`src/rtl/rv32_pkg.sv`:
```
// Shared RV32I constants and types for the fetch stage: NOP encoding,
// fetch exception codes and the instruction-queue entry layout.
package rv32_pkg;

   localparam int unsigned XLEN = 32;

   localparam logic [XLEN-1:0] NOP_INSTR = 32'h0000_0013;

   typedef enum logic [1:0] {
      EXC_NONE           = 2'd0,
      EXC_IADDR_MISALIGN = 2'd1,
      EXC_IACCESS        = 2'd2
   } exc_e;

   typedef struct packed {
      exc_e            exc;
      logic [XLEN-1:0] pc;
      logic [XLEN-1:0] instr;
   } fetch_entry_t;

endpackage

```
`src/rtl/fetch_fifo.sv`:
```
// Small synchronous FIFO with synchronous clear and same-cycle push/pop.
// The caller never pushes into a full FIFO without popping in the same cycle.
module fetch_fifo #(
   parameter int unsigned WIDTH = 32,
   parameter int unsigned DEPTH = 2
) (
   input  logic                     clk,
   input  logic                     rst,
   input  logic                     clr,
   input  logic                     push,
   input  logic [WIDTH-1:0]         push_data,
   input  logic                     pop,
   output logic [WIDTH-1:0]         head,
   output logic                     empty,
   output logic [$clog2(DEPTH):0]   count
);

   localparam int unsigned AW = $clog2(DEPTH);
   localparam int unsigned CW = AW + 1;

   logic [WIDTH-1:0] mem [DEPTH];
   logic [AW-1:0]    rd_ptr;
   logic [AW-1:0]    wr_ptr;

   always_ff @(posedge clk or posedge rst) begin
      if (rst) begin
         rd_ptr <= '0;
         wr_ptr <= '0;
         count  <= '0;
      end else if (clr) begin
         rd_ptr <= '0;
         wr_ptr <= '0;
         count  <= '0;
      end else begin
         if (push) wr_ptr <= wr_ptr + AW'(1);
         if (pop)  rd_ptr <= rd_ptr + AW'(1);
         count <= count + CW'(push) - CW'(pop);
      end
   end

   // Storage needs no reset: nothing is read while count is zero.
   always_ff @(posedge clk) begin
      if (push && !clr) mem[wr_ptr] <= push_data;
   end

   assign head  = mem[rd_ptr];
   assign empty = (count == '0);

endmodule

```
`src/rtl/if_fetch_unit.sv`:
```
// RV32I instruction-fetch stage: credit-limited imem requests, PC tags for
// in-flight beats, and an instruction queue to ID. Optional FETCH_EXC_EN.
module if_fetch_unit
   import rv32_pkg::*;
#(
   parameter int unsigned DEPTH = 2
) (
   input  logic            clk,
   input  logic            rst,
   input  logic [XLEN-1:0] pc,
   input  logic            flush,
   output logic            fetch_stall,
   output logic            imem_req_valid,
   output logic [XLEN-1:0] imem_req_addr,
   input  logic            imem_req_ready,
   input  logic            imem_rsp_valid,
   input  logic [XLEN-1:0] imem_rsp_data,
   input  logic            imem_rsp_err,
   output logic            id_valid,
   output logic [XLEN-1:0] id_instr,
   output logic [XLEN-1:0] id_pc,
   output logic [1:0]      id_exc,
   input  logic            id_ready
);

   localparam int unsigned CW = $clog2(DEPTH) + 1;
   localparam int unsigned SW = CW + 1;

   logic [CW-1:0]   occ;
   logic [CW-1:0]   live;
   logic [CW-1:0]   drop;
   logic [SW-1:0]   in_use;
   logic            q_empty;
   logic            t_empty;
   fetch_entry_t    q_head;
   fetch_entry_t    q_push_data;
   logic [XLEN-1:0] tag_head;
   logic            pop;
   logic            credit_ok;
   logic            accept;
   logic            rsp_keep;
   logic            q_push;
   logic            misaligned;
   logic            mis_enq;

   assign pop       = !q_empty && id_ready;
   assign in_use    = SW'(occ) + SW'(live) + SW'(drop) - SW'(pop);
   assign credit_ok = !rst && !flush && (in_use < SW'(DEPTH));

`ifdef FETCH_EXC_EN
   // Misaligned PCs bypass memory, but only once no live beat is pending so
   // queue order still matches PC order.
   assign misaligned = (pc[1:0] != 2'b00);
   assign mis_enq    = credit_ok && misaligned && (live == '0);
`else
   logic unused_ok;
   assign misaligned = 1'b0;
   assign mis_enq    = 1'b0;
   assign unused_ok  = ^{imem_rsp_err, q_head.exc, t_empty};
`endif

   assign imem_req_valid = credit_ok && !misaligned;
   assign imem_req_addr  = {pc[XLEN-1:2], 2'b00};
   assign accept         = imem_req_valid && imem_req_ready;
   assign fetch_stall    = !(accept || mis_enq);
   assign rsp_keep       = imem_rsp_valid && (drop == '0) && !flush;
   assign q_push         = rsp_keep || mis_enq;

   always_comb begin
      q_push_data       = '0;
      q_push_data.pc    = tag_head;
      q_push_data.instr = imem_rsp_data;
      q_push_data.exc   = EXC_NONE;
`ifdef FETCH_EXC_EN
      if (mis_enq) begin
         q_push_data.pc    = pc;
         q_push_data.instr = NOP_INSTR;
         q_push_data.exc   = EXC_IADDR_MISALIGN;
      end else if (imem_rsp_err) begin
         q_push_data.instr = NOP_INSTR;
         q_push_data.exc   = EXC_IACCESS;
      end
`endif
   end

   // On flush every live beat becomes a drop, less any beat landing this cycle.
   always_ff @(posedge clk or posedge rst) begin
      if (rst) begin
         drop <= '0;
      end else if (flush) begin
         drop <= drop + live - CW'(imem_rsp_valid);
      end else if (imem_rsp_valid && (drop != '0)) begin
         drop <= drop - CW'(1);
      end
   end

   fetch_fifo #(
      .WIDTH(XLEN),
      .DEPTH(DEPTH)
   ) u_tag_fifo (
      .clk       (clk),
      .rst       (rst),
      .clr       (flush),
      .push      (accept),
      .push_data (pc),
      .pop       (rsp_keep),
      .head      (tag_head),
      .empty     (t_empty),
      .count     (live)
   );

   fetch_fifo #(
      .WIDTH($bits(fetch_entry_t)),
      .DEPTH(DEPTH)
   ) u_instr_queue (
      .clk       (clk),
      .rst       (rst),
      .clr       (flush),
      .push      (q_push),
      .push_data (q_push_data),
      .pop       (pop),
      .head      (q_head),
      .empty     (q_empty),
      .count     (occ)
   );

   assign id_valid = !q_empty;
   assign id_instr = q_empty ? NOP_INSTR : q_head.instr;
   assign id_pc    = q_empty ? '0 : q_head.pc;
`ifdef FETCH_EXC_EN
   assign id_exc   = q_empty ? EXC_NONE : q_head.exc;
`else
   assign id_exc   = '0;
`endif

`ifndef SYNTHESIS
   a_no_orphan_rsp : assert property (@(posedge clk) disable iff (rst)
      imem_rsp_valid |-> ((live != '0) || (drop != '0)));
`endif

endmodule

```
`config.mk`:
```
export PLATFORM = sky130hd
export DESIGN_NAME = if_fetch_unit
export DESIGN_NICKNAME = d
export VERILOG_FILES = /design/src/rtl/rv32_pkg.sv /design/src/rtl/fetch_fifo.sv /design/src/rtl/if_fetch_unit.sv
export SDC_FILE = /design/constraint.sdc
export NUM_CORES = 1
export LEC_CHECK = 0
export ABC_AREA = 0
export CAP_MARGIN = 40
export CORE_ASPECT_RATIO = 1.25
export CORE_MARGIN = 5
export CORE_UTILIZATION = 51
export CTS_CLUSTER_DIAMETER = 50
export CTS_CLUSTER_SIZE = 12
export DETAILED_ROUTE_END_ITERATION = 10
export PLACE_DENSITY = 0.8
export SETUP_SLACK_MARGIN = 0.1
export SYNTH_ARGS = -nofsm -noshare
export SYNTH_HDL_FRONTEND = slang
export SYNTH_SLANG_ARGS = --single-unit
```
`constraint.sdc`:
```
create_clock -name clk -period 8.2 [get_ports clk]
set_clock_uncertainty 0.1 [all_clocks]
set_input_delay 1.23 -clock clk [delete_from_list [all_inputs] [get_ports clk]]
set_output_delay 1.23 -clock clk [all_outputs]
set_load 0.005 [all_outputs]
```
==> results of run 1 <==
-- cell type report --
class / instances / area [um^2] / share of cell area, %
Tap cell: 212 / 265 / 2.56
Timing Repair Buffer: 173 / 1770 / 17.0
Clock inverter: 1 / 3.75 / 0.0362
Clock buffer: 27 / 548 / 5.29
Sequential cell: 202 / 6020 / 58.1
Multi-Input combinational cell: 217 / 1710 / 16.5
Inverter: 14 / 52.6 / 0.507
-- stage by stage --
stage / instances / setup WS (ns) / power [mW] / util (%) / cell area (um^2)
global placement: 815 / 3.16 / 2.20 / 62.5 / 9740
CTS: 846 / 3.11 / 3.05 / 66.6 / 10400
floorplan: 485 / 1.69 / 1.84 / - / 8100
global route: 846 / 2.98 / 3.16 / 66.6 / 10400
finish: 846 / 3.12 / 3.00 / 66.6 / 10400
detailed placement: 818 / 3.11 / 2.24 / 63.0 / 9810
-- worst register-to-register path, delay by kind of cell (launching register included) --
kind | cells | cell delay, ns
AND/OR/NAND/NOR | 5 | 1.06
buffers and inverters | 2 | 0.32
AO/OA/AOI/OAI | 2 | 0.56
flip-flops | 1 | 0.46
adder cells (fa/ha/maj) | 2 | 0.50
-- sequential cells by signal, summed over array words and instances (netlist names) --
register / count
u_instr_queue.mem: 128
u_tag_fifo.mem: 64
drop: 2
u_instr_queue.count: 2
u_tag_fifo.count: 2
u_instr_queue.rd_ptr: 1
u_instr_queue.wr_ptr: 1
u_tag_fifo.rd_ptr: 1
u_tag_fifo.wr_ptr: 1
-- synthesized netlist by cell type --
cell type / number
and3_1: 1
inv_2: 1
nand2_1: 7
edfxtp_1: 192
fa_1: 1
clkbuf_1: 1
xor2_1: 5
a21o_1: 1
nor3_1: 3
buf_2: 12
xnor3_1: 1
mux2i_1: 65
xnor2_1: 4
nand3_1: 1
ha_1: 10
conb_1: 1
mux2_2: 33
o21ai_2: 1
and2_1: 3
nor2_1: 71
dfrtp_1: 10
buf_4: 39
nor2b_1: 3
a311o_1: 1
o21ai_0: 2
inv_1: 13
-- path summary, 6_finish.rpt --
kind / from / slack (ns) / cells after the start / to
hold reg to reg: u_tag_fifo.wr_ptr / 0.44 / 1 / u_tag_fifo.wr_ptr
setup / recovery: id_ready / 3.12 / 11 / fetch_stall
min in group asynchronous: rst / 1.00 / 2 / u_instr_queue.count[1]
hold / removal: u_tag_fifo.wr_ptr / 0.44 / 1 / u_tag_fifo.wr_ptr
setup reg to reg: u_instr_queue.count[1] / 4.89 / 11 / u_tag_fifo.mem[0][10]
max in group asynchronous: rst / 6.67 / 2 / u_instr_queue.rd_ptr
-- cells by family after synthesis --
| kind of cell | share of synthesized area [%] |
|---|---|
| multiplexers | 12.6 |
| AO/OA/AOI/OAI | 0.449 |
| other | 0.0464 |
| AND/OR/NAND/NOR | 4.41 |
| adder cells (fa/ha/maj) | 1.79 |
| buffers and inverters | 5.06 |
| flip-flops | 74.4 |
| XOR/XNOR | 1.25 |
-- metal layers --
layer  part of all wire (%)  global-route usage [%]  routed length, um  vias to the layer above
met2                     54                    30.3               7870                      130
met4                    2.1                    4.82                304                        0
met5                      0                       0                  0                        -
met3                    6.7                    3.44                977                       23
li1                       -                       -                  -                     2002
met1                     38                    17.3               5500                     2064
-- power by group through the flow --
stage | logic (mW) | registers [mW] | clock network (mW)
2_1_floorplan | 0.532 | 1.31 | 0
6_report | 0.873 | 1.34 | 0.791
3_5_place_dp | 0.884 | 1.36 | 0
4_1_cts | 0.891 | 1.34 | 0.815
5_1_grt | 0.957 | 1.35 | 0.854
3_3_place_gp | 0.840 | 1.36 | 0
==> metrics, run 1 <==
Critical-path top delay cell=clkdlybuf4s50_1; Leak=3.48 nW; Max IR drop VDD=0.000198 V; cts bufs inserted=20; CP delay by family, top=buffers and inverters; row cnt=51; Cell Area, Synth=8090 um^2; Syn. warnings=0; fraction of layout cells with a size suffix above 1=11.0%; Avg Cell Area, Syn=16.8 um^2; final number of setup-violating endpoints=0; Avg Vias per Cell=4.99; IO Port Bufs=166; Remaining Overflow, GRT=0; clock share of power=26.3%; Root Buffer Master=clkbuf_16; number of global-route vias before repair=4560; sequential share of power=44.6%; max-cap viol count=0; final-report hold violation count=0; die boundary height=151 um; Internal=2.20 mW; Avg WL per Cell=17.3 um; hold_ws=0.443 ns; gr usage total=15.8%; Setup Crit Path Kind=primary input to primary output; initial DRC count=194; Max transition margin=45.5%; clock period minus worst slack=5.08 ns; Yosys cell types=26; Critical Path RT=6.87 ns; CP bufs+invs=3; final-report max-slew violation count=0; initial antenna violation count=0; initial core utilization=52.0%; via count=4219; TNS Setup=0 ns; clk sinks=202; CTS Buffer Depth=3; clock latency on the worst-skew pair=0.48 ns; Reg clk slew, reported paths=0.06 ns; commonest cells after routing, fill and taps aside=edfxtp_1 (192), clkdlybuf4s50_1 (166), nor2_1 (68); DR pass1 iterations=4; largest net degree at the start of global routing=62; Max FO, Critical Path=4; Detailed Place HPWL=9920 um; drt drc=0; area of the core=15600 um^2; sw frac=26.7%; fin crit share=61.9%; GP Congestion=0.750; RSZ-0062 raised after global routing=false; hold buffers post-CTS=0; Final #Nets=710; CTS resizes=0; PwrDens=290 nW/um^2; CP max stage delay=0.52 ns; post-route ant nets=0; synth top area cells=edfxtp_1 (71%), mux2i_1 (8.0%), mux2_2 (4.6%); Die ar.=18500 um^2; worst-margin pin slew=0.817 ns; CTS tree=built; area grow syn2layout=28.1%; fillcell total=1119; # Post-CTS Setup Buffers=0; Gate power share=29.1%; most common cell after layout, fill and taps aside=edfxtp_1; die width=123 um; outcome=complete, no violations; crit path capture type=primary output; I/O Pins=172; share of the synthesized area in the top cell type=71.3%; Post-Route WL=14700 um; Cell Chain, Critical Path=clkdlybuf4s50_1, o21ai_0, nand2_1, nand2_1, ha_1, a21o_1, ha_1, xnor3_1, and3_1, inv_2, clkdlybuf4s50_1; area leader, netlist=edfxtp_1; critical path arrival=3.75 ns; number of diodes=0; Mapped Cells=482; H-tree Lvls=1; sequential fraction of the synthesis area=74.4%; FF+latch count, synth=202; global-route wire length before repair=22700 um; Psw=800 uW; fmax=197 MHz; Hold Crit Class=flip-flop to flip-flop; CP Launch Type=primary input
(Power assumes the default switching activity.)
==> inputs of run 2 (changes only) <==
CORE_UTILIZATION = 46   (was 51)
PLACE_DENSITY = 0.76   (was 0.8)
clock period = 4.2 ns   (was 8.2 ns; I/O delays follow)
==> metrics, run 2 (synthesized netlist as in run 1, its figures left out) <==
die boundary height=158 um (was 151 um); DR pass1 iterations=4 (unchanged); critical path arrival=3.16 ns (was 3.75 ns); Biggest register=u_instr_queue.mem (unchanged); largest net degree at the start of global routing=62 (unchanged); Post-Route WL=15000 um (was 14700 um); hold_ws=0.402 ns (was 0.443 ns); Reg2Reg Setup Slack=1.05 ns (was 4.89 ns); final number of setup-violating endpoints=0 (unchanged); GP Congestion=0.737 (was 0.750); RSZ-0062 raised after global routing=false (unchanged); CP Launch Type=flip-flop (was primary input); Hold Crit Class=primary input to async pin (was flip-flop to flip-flop); number of diodes=0 (unchanged); # Post-CTS Setup Buffers=0 (unchanged); Critical R2R Launch=u_instr_queue.count[1] (unchanged); initial core utilization=46.6% (was 52.0%); PwrDens=564 nW/um^2 (was 290 nW/um^2); Max FO, Critical Path=5 (was 4); clk sinks=202 (unchanged); Critical Path RT=3.47 ns (was 6.87 ns); Gate power share=28.5% (was 29.1%); clock share of power=26.4% (was 26.3%); number of global-route vias before repair=4557 (was 4560); area of the core=17400 um^2 (was 15600 um^2); Reg clk slew, reported paths=0.06 ns (about the same); Max IR drop VDD=0.000329 V (was 0.000198 V); global-route wire length before repair=23100 um (was 22700 um); Detailed Place HPWL=9700 um (was 9920 um); final-report hold violation count=0 (unchanged); most common cell after layout, fill and taps aside=edfxtp_1 (unchanged); gr usage total=14.5% (was 15.8%); Avg WL per Cell=17.4 um (was 17.3 um); Max transition margin=45.6% (was 45.5%); clock latency on the worst-skew pair=0.47 ns (was 0.48 ns); max-cap viol count=0 (unchanged); CTS Buffer Depth=3 (unchanged); CTS tree=built (unchanged); clock period minus worst slack=3.89 ns; die width=129 um (was 123 um); initial DRC count=136 (was 194); Root Buffer Master=clkbuf_16 (unchanged); Die ar.=20400 um^2 (was 18500 um^2); Final #Nets=712 (was 710); cts bufs inserted=20 (unchanged); via count=4212 (was 4219); worst-margin pin slew=0.817 ns (about the same); fmax=257 MHz; Setup Crit Path Kind=flip-flop to primary output (was primary input to primary output); post-route ant nets=0 (unchanged); fraction of layout cells with a size suffix above 1=11.3% (was 11.0%); sw frac=26.7% (about the same); Crit Reg-Reg Endpoint=u_tag_fifo.mem[1][7] (was u_tag_fifo.mem[0][10]); Placed Cells incl. Taps=832 (was 818); max reg flops=128 (unchanged); final-report max-slew violation count=0 (unchanged); fin crit share=92.6%; outcome=complete, no violations (unchanged); biggest regs=u_instr_queue.mem: 128 flops, u_tag_fifo.mem: 64 flops (unchanged); Internal=4.29 mW (was 2.20 mW); commonest cells after routing, fill and taps aside=edfxtp_1 (192), clkdlybuf4s50_1 (166), nor2_1 (68) (unchanged); drt drc=0 (unchanged); crit path capture type=primary output (unchanged); area grow syn2layout=28.1% (about the same); TNS Setup=0 ns (unchanged); CTS resizes=0 (unchanged); row cnt=54 (was 51); sequential share of power=45.1% (was 44.6%); hold buffers post-CTS=0 (unchanged); Avg Vias per Cell=4.90 (was 4.99); initial antenna violation count=0 (unchanged); fillcell total=1299 (was 1119); H-tree Lvls=1 (unchanged); fin cells=860 (was 846); depth of the most critical reg-to-reg path=11 (unchanged); I/O Pins=172 (unchanged); Remaining Overflow, GRT=0 (unchanged); Psw=1.56 mW (was 800 uW); IO Port Bufs=166 (unchanged); Leak=3.48 nW (about the same)
-- run 2: cell count changes in the layout (fill, tap and decap cells not counted) --
| cell | before | now |
|---|---|---|
| nor3_2 | 1 | 0 |
| nor3_4 | 0 | 1 |
| buf_4 | 4 | 8 |
| buf_16 | 2 | 0 |
-- run 2: worst max-delay path by stage --
stage,start,to,slack (ns),cells after the start
global placement,id_ready,fetch_stall,0.36,11
CTS,u_instr_queue.count[1],fetch_stall,0.28,10
detailed placement,id_ready,fetch_stall,0.31,11
finish,u_instr_queue.count[1],fetch_stall,0.31,10
floorplan,u_instr_queue.count[1],u_tag_fifo.mem[0][0],0.18,11
global route,u_instr_queue.count[1],fetch_stall,0.14,10
-- run 2: per-layer routing --
metal  up-vias  global-route usage, %  wire length (um)
met2       150                   26.6              7860
met5         -                      0                 0
met3        27                   2.89              1010
met1      2026                   17.0              5790
li1       2009                      -                 -
met4         0                   4.50               293
-- run 2: metrics by stage --
stage / cell area [um^2] / util (%) / power [mW] / setup WS [ns]
finish: 10400 / 59.7 / 5.85 / 0.309
global route: 10400 / 59.7 / 6.17 / 0.135
CTS: 10400 / 59.7 / 5.95 / 0.279
detailed placement: 9810 / 56.5 / 4.37 / 0.307
global placement: 9790 / 56.4 / 4.31 / 0.359
floorplan: 8110 / - / 3.59 / 0.182
-- run 2: power groups by stage --
stage	sequential, mW	combinational [mW]	clock, mW
after floorplan	2.55	1.04	0
after global placement	2.67	1.64	0
after detailed placement	2.68	1.69	0
after CTS	2.64	1.70	1.61
after global routing	2.66	1.83	1.68
final	2.64	1.67	1.54
-- run 2: area by class of cell --
cell class                      count  area (um^2)  share of cell area (%)
Tap cell                          224          280                    2.71
Clock buffer                       27          548                    5.29
Inverter                           14         52.6                   0.507
Timing Repair Buffer              175         1740                    16.8
Clock inverter                      1         3.75                  0.0362
Multi-Input combinational cell    217         1710                    16.5
Sequential cell                   202         6020                    58.1
-- run 2: critical path: stages, from the launching register on --
cell,delay [ns]
dfrtp_1,0.46
o21ai_0,0.38
nand2_1,0.11
nand2_1,0.09
ha_1,0.23
a21o_1,0.18
ha_1,0.18
xnor3_1,0.20
and3_1,0.21
inv_2,0.13
clkdlybuf4s50_1,0.52
==> inputs of run 3 (changes only) <==
REMOVE_ABC_BUFFERS = 1   (was default)
SLEW_MARGIN = 10   (was default)
==> metrics, run 3 (synthesized netlist as in run 1, its figures left out) <==
gr usage total=14.1% (was 14.5%); Setup Crit Path Kind=primary input to primary output (was flip-flop to primary output); final number of setup-violating endpoints=0 (unchanged); hold buffers post-CTS=0 (unchanged); clock period minus worst slack=3.84 ns (was 3.89 ns); IO Port Bufs=166 (unchanged); Avg Vias per Cell=4.85 (was 4.90); Max transition margin=45.9% (was 45.6%); cts bufs inserted=20 (unchanged); final-report hold violation count=0 (unchanged); Avg WL per Cell=17.0 um (was 17.4 um); Reg clk slew, reported paths=0.06 ns (about the same); # Post-CTS Setup Buffers=0 (unchanged); Critical-path top delay cell=clkdlybuf4s50_1 (unchanged); worst-margin pin slew=0.811 ns (was 0.817 ns); Post-Route WL=14700 um (was 15000 um); CP max stage delay=0.52 ns (about the same); number of diodes=0 (unchanged); die boundary height=158 um (unchanged); critical path arrival=3.11 ns (was 3.16 ns); PwrDens=566 nW/um^2 (was 564 nW/um^2); initial DRC count=218 (was 136); I/O Pins=172 (unchanged); TNS Setup=0 ns (unchanged); Biggest register=u_instr_queue.mem (unchanged); initial antenna violation count=0 (unchanged); max-cap viol count=0 (unchanged); via count=4183 (was 4212); largest net degree at the start of global routing=62 (unchanged); Die ar.=20400 um^2 (unchanged); die width=129 um (unchanged); CP bufs+invs=3 (was 2); fin crit share=91.5% (was 92.6%); drt drc=0 (unchanged); area grow syn2layout=28.6% (was 28.1%); Detailed Place HPWL=9710 um (was 9700 um); Cell Chain, Critical Path=clkdlybuf4s50_1, o21ai_1, nand2_1, nand2_1, ha_1, a21o_1, ha_1, xnor3_1, and3_1, inv_2, clkdlybuf4s50_1 (was o21ai_0, nand2_1, nand2_1, ha_1, a21o_1, ha_1, xnor3_1, and3_1, inv_2, clkdlybuf4s50_1); max reg flops=128 (unchanged); Root Buffer Master=clkbuf_16 (unchanged); CP delay by family, top=buffers and inverters (unchanged); CP Launch Type=primary input (was flip-flop); crit path capture type=primary output (unchanged); clock latency on the worst-skew pair=0.48 ns (was 0.47 ns); row cnt=54 (unchanged); final-report max-slew violation count=0 (unchanged); outcome=complete, no violations (unchanged); Critical Path RT=3.47 ns (about the same); commonest cells after routing, fill and taps aside=edfxtp_1 (192), clkdlybuf4s50_1 (166), nor2_1 (68) (unchanged); number of global-route vias before repair=4526 (was 4557); Crit path depth=11 (was 10); H-tree Lvls=1 (unchanged); global-route wire length before repair=22700 um (was 23100 um); fmax=260 MHz (was 257 MHz); Max IR drop VDD=0.000265 V (was 0.000329 V); CTS Buffer Depth=3 (unchanged); CTS tree=built (unchanged); post-route ant nets=0 (unchanged); Final #Nets=713 (was 712); biggest regs=u_instr_queue.mem: 128 flops, u_tag_fifo.mem: 64 flops (unchanged); area of the core=17400 um^2 (unchanged); clk sinks=202 (unchanged); GP Congestion=0.771 (was 0.737); most common cell after layout, fill and taps aside=edfxtp_1 (unchanged); initial core utilization=46.6% (unchanged); Max FO, Critical Path=4 (was 5); power consumption=5.89 mW (was 5.85 mW); RSZ-0062 raised after global routing=false (unchanged); depth of the most critical reg-to-reg path=12 (was 11); Leak=3.51 nW (was 3.48 nW); fraction of layout cells with a size suffix above 1=11.4% (was 11.3%); DR pass1 iterations=4 (unchanged); Remaining Overflow, GRT=0 (unchanged); Hold Crit Class=primary input to async pin (unchanged)
-- run 3: layout make-up --
class	instances	area (um^2)
Sequential cell	202	6020
Timing Repair Buffer	176	1780
Clock buffer	29	566
Tap cell	224	280
Inverter	14	52.6
Multi-Input combinational cell	217	1710
Fill cell	1286	6960
-- run 3: what timing repair did --
action                                  CTS  global route
resized for setup                         0             1
hold endpoints to repair                  0             0
endpoints found under the setup margin    0             1
-- run 3: final timing paths --
kind                                             start                       end  slack (ns)
worst max-delay path                          id_ready               fetch_stall        0.36
worst min register to register   u_tag_fifo.mem[1][19]  u_instr_queue.mem[1][51]        0.46
max in group asynchronous                          rst      u_instr_queue.rd_ptr        3.29
worst max register to register  u_instr_queue.count[1]     u_tag_fifo.mem[1][18]        1.12
worst min-delay path                               rst    u_instr_queue.count[0]        0.40
min in group clk                 u_tag_fifo.mem[1][19]  u_instr_queue.mem[1][51]        0.46
-- run 3: worst register-to-register path: stages (launching register included) --
cell and delay, ns:
dfrtp_1 0.46, nor2_4 0.14, inv_1 0.10, nand3_1 0.13, nand2_1 0.08, ha_1 0.28, a21o_1 0.18, ha_1 0.28
nor3_1 0.16, and3_1 0.23, inv_2 0.09, nor2_4 0.08, buf_4 0.40
-- run 3: where the power goes --
group | leakage, nW | internal (mW) | switching [mW] | total [mW]
Clock | 0.274 | 0.921 | 0.653 | 1.57
Combinational | 1.37 | 0.951 | 0.742 | 1.69
Sequential | 1.86 | 2.46 | 0.165 | 2.62
-- run 3: metal layers --
layer	vias up	GRT usage [%]	part of all wire, %
met4	0	4.15	1.9
met1	2024	16.3	39
li1	2011	-	-
met2	129	26.1	53
met5	-	0	0
met3	19	3.05	6.0
-- run 3: through the flow --
stage	utilization, %	area [um^2]	std cells	hold slack, ns	setup slack [ns]
3_5_place_dp	56.6	9840	833	0.447	0.310
4_1_cts	59.9	10400	862	0.401	0.271
3_3_place_gp	56.3	9780	831	0.424	0.381
2_1_floorplan	-	7740	433	0.357	-1.84
6_report	59.9	10400	862	0.396	0.356
5_1_grt	59.9	10400	862	0.430	0.206
